`src/rtl/pc_update_unit.sv`:
```
// pc_update_unit
//   Program-counter register and next-PC sequencer for the single-cycle
//   RISC-V datapath. Selects the next PC from PC+4, branch/JAL or JALR
//   targets, handles stall and ECALL/EBREAK halt, traps misaligned
//   control-transfer targets into a sticky fault state and counts
//   retired instructions.
//
// Ports
//   clk, rst      : clock, asynchronous active-high reset
//   pc_src        : 00/11 PC+4, 01 branch_target, 10 jalr_target
//   branch_target : PC-relative branch / JAL target
//   jalr_target   : rs1+imm sum for JALR (bit 0 cleared internally)
//   stall         : hold PC, no retire
//   halt_req      : current instruction is ECALL/EBREAK
//   resume        : leave HALT
//   pc_out        : current PC
//   pc_plus4      : pc_out + 4 (combinational, link value)
//   halted, fault : registered state decode
//   fault_pc      : PC of the faulting instruction
//   instret       : retired-instruction count
module pc_update_unit #(
    parameter int unsigned      XLEN     = 32,
    parameter logic [XLEN-1:0]  RESET_PC = '0
) (
    input  logic            clk,
    input  logic            rst,
    input  logic [1:0]      pc_src,
    input  logic [XLEN-1:0] branch_target,
    input  logic [XLEN-1:0] jalr_target,
    input  logic            stall,
    input  logic            halt_req,
    input  logic            resume,
    output logic [XLEN-1:0] pc_out,
    output logic [XLEN-1:0] pc_plus4,
    output logic            halted,
    output logic            fault,
    output logic [XLEN-1:0] fault_pc,
    output logic [31:0]     instret
);

    typedef enum logic [1:0] {
        StRun   = 2'd0,
        StHalt  = 2'd1,
        StFault = 2'd2
    } state_e;

    state_e          state_q, state_d;
    logic [XLEN-1:0] pc_q, pc_d;
    logic [XLEN-1:0] fault_pc_q, fault_pc_d;
    logic [31:0]     instret_q, instret_d;
    logic            halted_q, halted_d;
    logic            fault_q, fault_d;

    logic [XLEN-1:0] pc_inc;
    logic [XLEN-1:0] nxt;
    logic            nxt_misaligned;

    // Wraps modulo 2^XLEN naturally.
    assign pc_inc = pc_q + XLEN'(4);

    always_comb begin
        nxt = pc_inc;
        case (pc_src)
            2'b01:   nxt = branch_target;
            2'b10:   nxt = {jalr_target[XLEN-1:1], 1'b0};
            default: nxt = pc_inc;
        endcase
    end

    assign nxt_misaligned = (nxt[1:0] != 2'b00);

    always_comb begin
        state_d    = state_q;
        pc_d       = pc_q;
        fault_pc_d = fault_pc_q;
        instret_d  = instret_q;

        case (state_q)
            StRun: begin
                if (!stall) begin
                    if (halt_req) begin
                        // ECALL/EBREAK retires and falls through to PC+4.
                        state_d   = StHalt;
                        pc_d      = pc_inc;
                        instret_d = instret_q + 32'd1;
                    end else if (nxt_misaligned) begin
                        state_d    = StFault;
                        fault_pc_d = pc_q;
                    end else begin
                        pc_d      = nxt;
                        instret_d = instret_q + 32'd1;
                    end
                end
            end
            StHalt: begin
                if (resume) begin
                    state_d = StRun;
                end
            end
            default: begin
                // StFault is sticky until reset.
                state_d = state_q;
            end
        endcase

        halted_d = (state_d == StHalt);
        fault_d  = (state_d == StFault);
    end

    always_ff @(posedge clk or posedge rst) begin
        if (rst) begin
            state_q    <= StRun;
            pc_q       <= RESET_PC;
            fault_pc_q <= '0;
            instret_q  <= '0;
            halted_q   <= 1'b0;
            fault_q    <= 1'b0;
        end else begin
            state_q    <= state_d;
            pc_q       <= pc_d;
            fault_pc_q <= fault_pc_d;
            instret_q  <= instret_d;
            halted_q   <= halted_d;
            fault_q    <= fault_d;
        end
    end

    assign pc_out   = pc_q;
    assign pc_plus4 = pc_inc;
    assign halted   = halted_q;
    assign fault    = fault_q;
    assign fault_pc = fault_pc_q;
    assign instret  = instret_q;

endmodule

```
`config.mk`:
```
export PLATFORM = sky130hd
export DESIGN_NAME = pc_update_unit
export DESIGN_NICKNAME = d
export VERILOG_FILES = /design/src/rtl/pc_update_unit.sv
export SDC_FILE = /design/constraint.sdc
export NUM_CORES = 1
export LEC_CHECK = 0
export CAP_MARGIN = 20
export CORE_MARGIN = 5
export CORE_UTILIZATION = 39
export DETAILED_ROUTE_END_ITERATION = 10
export HOLD_SLACK_MARGIN = 0.08
export PLACE_DENSITY_LB_ADDON = 0.12
export SLEW_MARGIN = 40
export SYNTH_ARGS = -nofsm -noshare
export SYNTH_HDL_FRONTEND = slang
export SYNTH_SLANG_ARGS = --single-unit
```
`constraint.sdc`:
```
create_clock -name clk -period 4.5 [get_ports clk]
set_clock_uncertainty 0.15 [all_clocks]
set_input_delay 0.9 -clock clk [delete_from_list [all_inputs] [get_ports clk]]
set_output_delay 0.9 -clock clk [all_outputs]
set_load 0.05 [all_outputs]
```
After elaboration in Yosys (flattened, before gate mapping)
Index checks and enable logic that the tools add are counted.

storage, ports and cells
  input bits = 71
  output and inout bits = 130
  logic and storage cells = 30
  register bits = 100

operators by class
  eq/ne operators = 6
  multiplexer cells = 10
  add/subtract/negate cells = 2
  bitwise gates (word level) = 2
  reductions and logical operators = 4

operators by type and width
  operator               number
  $mux 32                4
  $pmux 32 s2            1
  $add 32x1->32 const B  1
  $add 32x3->32 const B  1
  $mux 2                 4
  $eq 2x1->1 const B     3
  $eq 2x2->1 const B     2
  $pmux 2 s2             1
  $reduce_and 4->1       1
  $reduce_and 3->1       1
  $logic_not 2->1        1
  $ne 2x2->1 const B     1
  $not 1->1              2
  $reduce_bool 2->1      1

Longest topological paths before layout
  word-level depth = 8
  mapped depth = 9
  mapped depth without buffers = 7

Worst setup path before layout
No wires, ideal clock.

  kind = reg-to-output
  from = register pc_q[5], in the netlist pc_out[5]
  to = output pc_plus4[23]
  cell stages (with the launch flop) = 6
  data required time = 3.450 ns
  path buffers = 1
  arrival = 2.673 ns
  setup slack = 0.777 ns
  path through = dfrtp_1 buf_2 nand3_1 nor3_1 and4_1 xor2_1

between the ends
  cells in the longest elaborated chain, start to end = 1

RTL lines
  what                    line  source
  from (decl)             48    logic [XLEN-1:0] pc_q, pc_d;
  from (signal assigned)  120   pc_q <= pc_d;
  $add 32x3->32           59    assign pc_inc = pc_q + XLEN'(4);
  to (decl)               34    output logic [XLEN-1:0] pc_plus4,

Every way passes these cells.

Worst setup path after layout
  from = register pc_q[2], in the netlist pc_out[2]
  to = output pc_plus4[28]

The elaborated chain is that of the path after synthesis.

==> qor.yml <==
clock_latency_ns: 0.35
fmax_mhz: 240
hold_class: "flop to flop"
final_area_um2: 7950
dpl_cell_area_um2: 7590
io_buffers: 199
holdWs_ns: 0.329
worstSetupPathType: "flop to output port"
ys_top_cells_by_area: "dfrtp_1 47%, mux2_2 6.7%, xnor2_1 5.1%"
finalCritPeriodShare_pct: 92.6
grt_max_degree: 82
cp-end-kind: "output port"
ios: 201
grtUsageTotal_pct: 21.0
die_area_um2: 16200
synth_enable_flop_cells: 0
hold_viol_final: 0
max_cap_viol_count: 0
synth_top_cell_by_area: "dfrtp_1"
clkTransAtPathRegs_ns: 0.07
synthCells: 532
post_drt_wl_per_cell_um: 18.7
yosysTopAreaCellShare_pct: 46.6
fin_ws_ns: 0.334
seq_area_um2: 2500
finalCriticalPeriod_ns: 4.17
cp.required_ns: 3.45
rsz0062_at_grt: "false"
wirelength_um: 16800
antenna_cells: 0
p_total_mw: 5.85
dr.first_iter.drc_count: 327
cts_hold_buf: 0
synth_cell_types: 41
crit_family: "buffers and inverters"
fin_nets: 795
cts_buffers: 9
cts_tree: "built"
synth_area_um2: 5370
rrSetupSlack_ns: 2.15
antenna_found_initial: 0
die_x_um: 127
fin_tns_setup_ns: 0
dp.cells: 885
ys_ff_latch: 100
chipHeight_um: 127
cts_resized: 0
via_count: 4943
place.gp.congestion: 0.844
start_util_pct: 40.2
async_reset_ff_share_pct: 100
area_growth_pct: 48.1
start_kind: "flop"
drt-pass1-iter-count: 4
path_buf_inv: 2
clk_path_buf_depth: 2
peakVddDrop_mv: 0.464
synth_nets: 607
grt_pass1_vias: 5006
synth_warnings: 0
cp_max_fo: 7
cts_root_buf: "clkbuf_16"
stdcell_count: 901
synth_common_cells: "100 x dfrtp_1, 44 x nand2_1, 33 x nor2_1, 32 x mux2_2, 31 x xnor2_1"
clock_sinks: 100
powerDensity_nw_per_um2: 736
path_cells: "ha_1, nand4_1, nor2_1, buf_4, nand4_1, xnor2_1, clkdlybuf4s50_1"
dpl.hpwl_um: 12400
slew_viol_final: 0
drc_errors: 0
multi_input_area_um2: 2670
ys_seq_area_share_pct: 46.6
fin_util_pct: 59.6
nFillCells: 1153
yosysMostFrequentCell: "dfrtp_1"
row_count: 42
tightest_slew_ns: 0.708
setup_viol: 0
via_per_inst: 5.49
ant_nets: 0
avgSynthCellArea_um2: 10.1
drive_above_1_share_pct: 10.9
core_area_um2: 13300
htree_levels: 3
leakage_nw: 3.22
relSlewSlack_pct: 52.4
synth_flop_cell: "dfrtp_1"
slowest_stage: "clkdlybuf4s50_1"
critPathMaxStageDelay_ns: 0.83
overflow: 0
crit_top_cell: "nand4_1"
outcome: "completed"
cts_setup_buffers: 0
dp_slack_ns: 0.687
crit_arrival_ns: 3.12
grt_pass1_wl_um: 27100
[power by group]
part           total [mW]  leakage, nW  internal, mW  switching (mW)
registers            1.62         1.25          1.21           0.419
clock network       0.923        0.172         0.576           0.347
logic                3.30         1.80          1.13            2.17
[cell usage in the layout (no fill, tap or decap), drive strengths merged, types with 2 or more instances in the layout]
| cell type | synthesis | final |
|---|---|---|
| a31oi | 10 | 10 |
| dfrtp | 100 | 100 |
| nor2b | 2 | 2 |
| o22a | 14 | 14 |
| ha | 4 | 4 |
| a21oi | 17 | 17 |
| a41oi | 2 | 2 |
| inv | 10 | 11 |
| xor2 | 28 | 28 |
| clkbuf | 25 | 11 |
| bufinv | 0 | 3 |
| nor3 | 11 | 11 |
| and3 | 10 | 10 |
| xnor2 | 31 | 31 |
| a41o | 3 | 3 |
| nor4 | 8 | 8 |
| nand2 | 44 | 44 |
| nand4 | 17 | 17 |
| mux2 | 32 | 32 |
| o21a | 7 | 7 |
| buf | 16 | 20 |
| o21ai | 22 | 22 |
| and2 | 3 | 3 |
| and4 | 7 | 7 |
| a221o | 13 | 13 |
| a221oi | 16 | 16 |
| a2bb2oi | 7 | 7 |
| or2 | 3 | 3 |
| or4 | 2 | 2 |
| clkdlybuf4s50 | 0 | 198 |
| nand3 | 28 | 28 |
| nor3b | 2 | 2 |
| nor2 | 33 | 33 |
[layer usage]
| metal | share of wire [%] | track usage, % | routed length [um] |
|---|---|---|---|
| met3 | 7.3 | 6.14 | 1230 |
| met2 | 49 | 34.5 | 8250 |
| met1 | 42 | 26.6 | 7050 |
| met5 | 0 | 0 | 0 |
| met4 | 1.7 | 6.75 | 291 |
[sequential cells by signal, summed over array words and instances, names as in the netlist]
signal and count:
fault 1, fault_pc 32, halted 1, instret 32, pc_out 32, state_q 2
[cells by family after synthesis]
| family | synth area share [%] |
|---|---|
| xor gates and xnor gates | 9.62 |
| DFF | 46.6 |
| AOI/OAI and AO/OA | 15.7 |
| adders and majority gates | 0.932 |
| and+or+nand+nor | 16.2 |
| muxes | 6.71 |
| buffers and inverters | 4.15 |
[path summary, 6_finish.rpt]
path	end	depth (start not counted)	start
max	pc_plus4[28]	7	pc_out[2]
min	instret[31]	1	instret[31]
max reg2reg	instret[7]	4	state_q[1]
min reg2reg	instret[31]	1	instret[31]
max in group asynchronous	fault_pc[22]	3	rst
min in group asynchronous	fault_pc[7]	2	rst
[area by class of cell]
type | instances | share of cell area, %
Inverter | 10 | 0.567
Clock buffer | 11 | 3.18
Tap cell | 176 | 2.77
Clock inverter | 5 | 1.34
Sequential cell | 100 | 31.5
Multi-Input combinational cell | 381 | 33.5
Timing Repair Buffer | 218 | 27.1
[worst reg2reg max path, stage by stage, from the launching register on]
cell	delay, ns
dfrtp_1	0.41
or3_1	0.53
or2_2	0.61
nor4_1	0.41
xor2_1	0.18
Power figures use the tool's default switching activity.
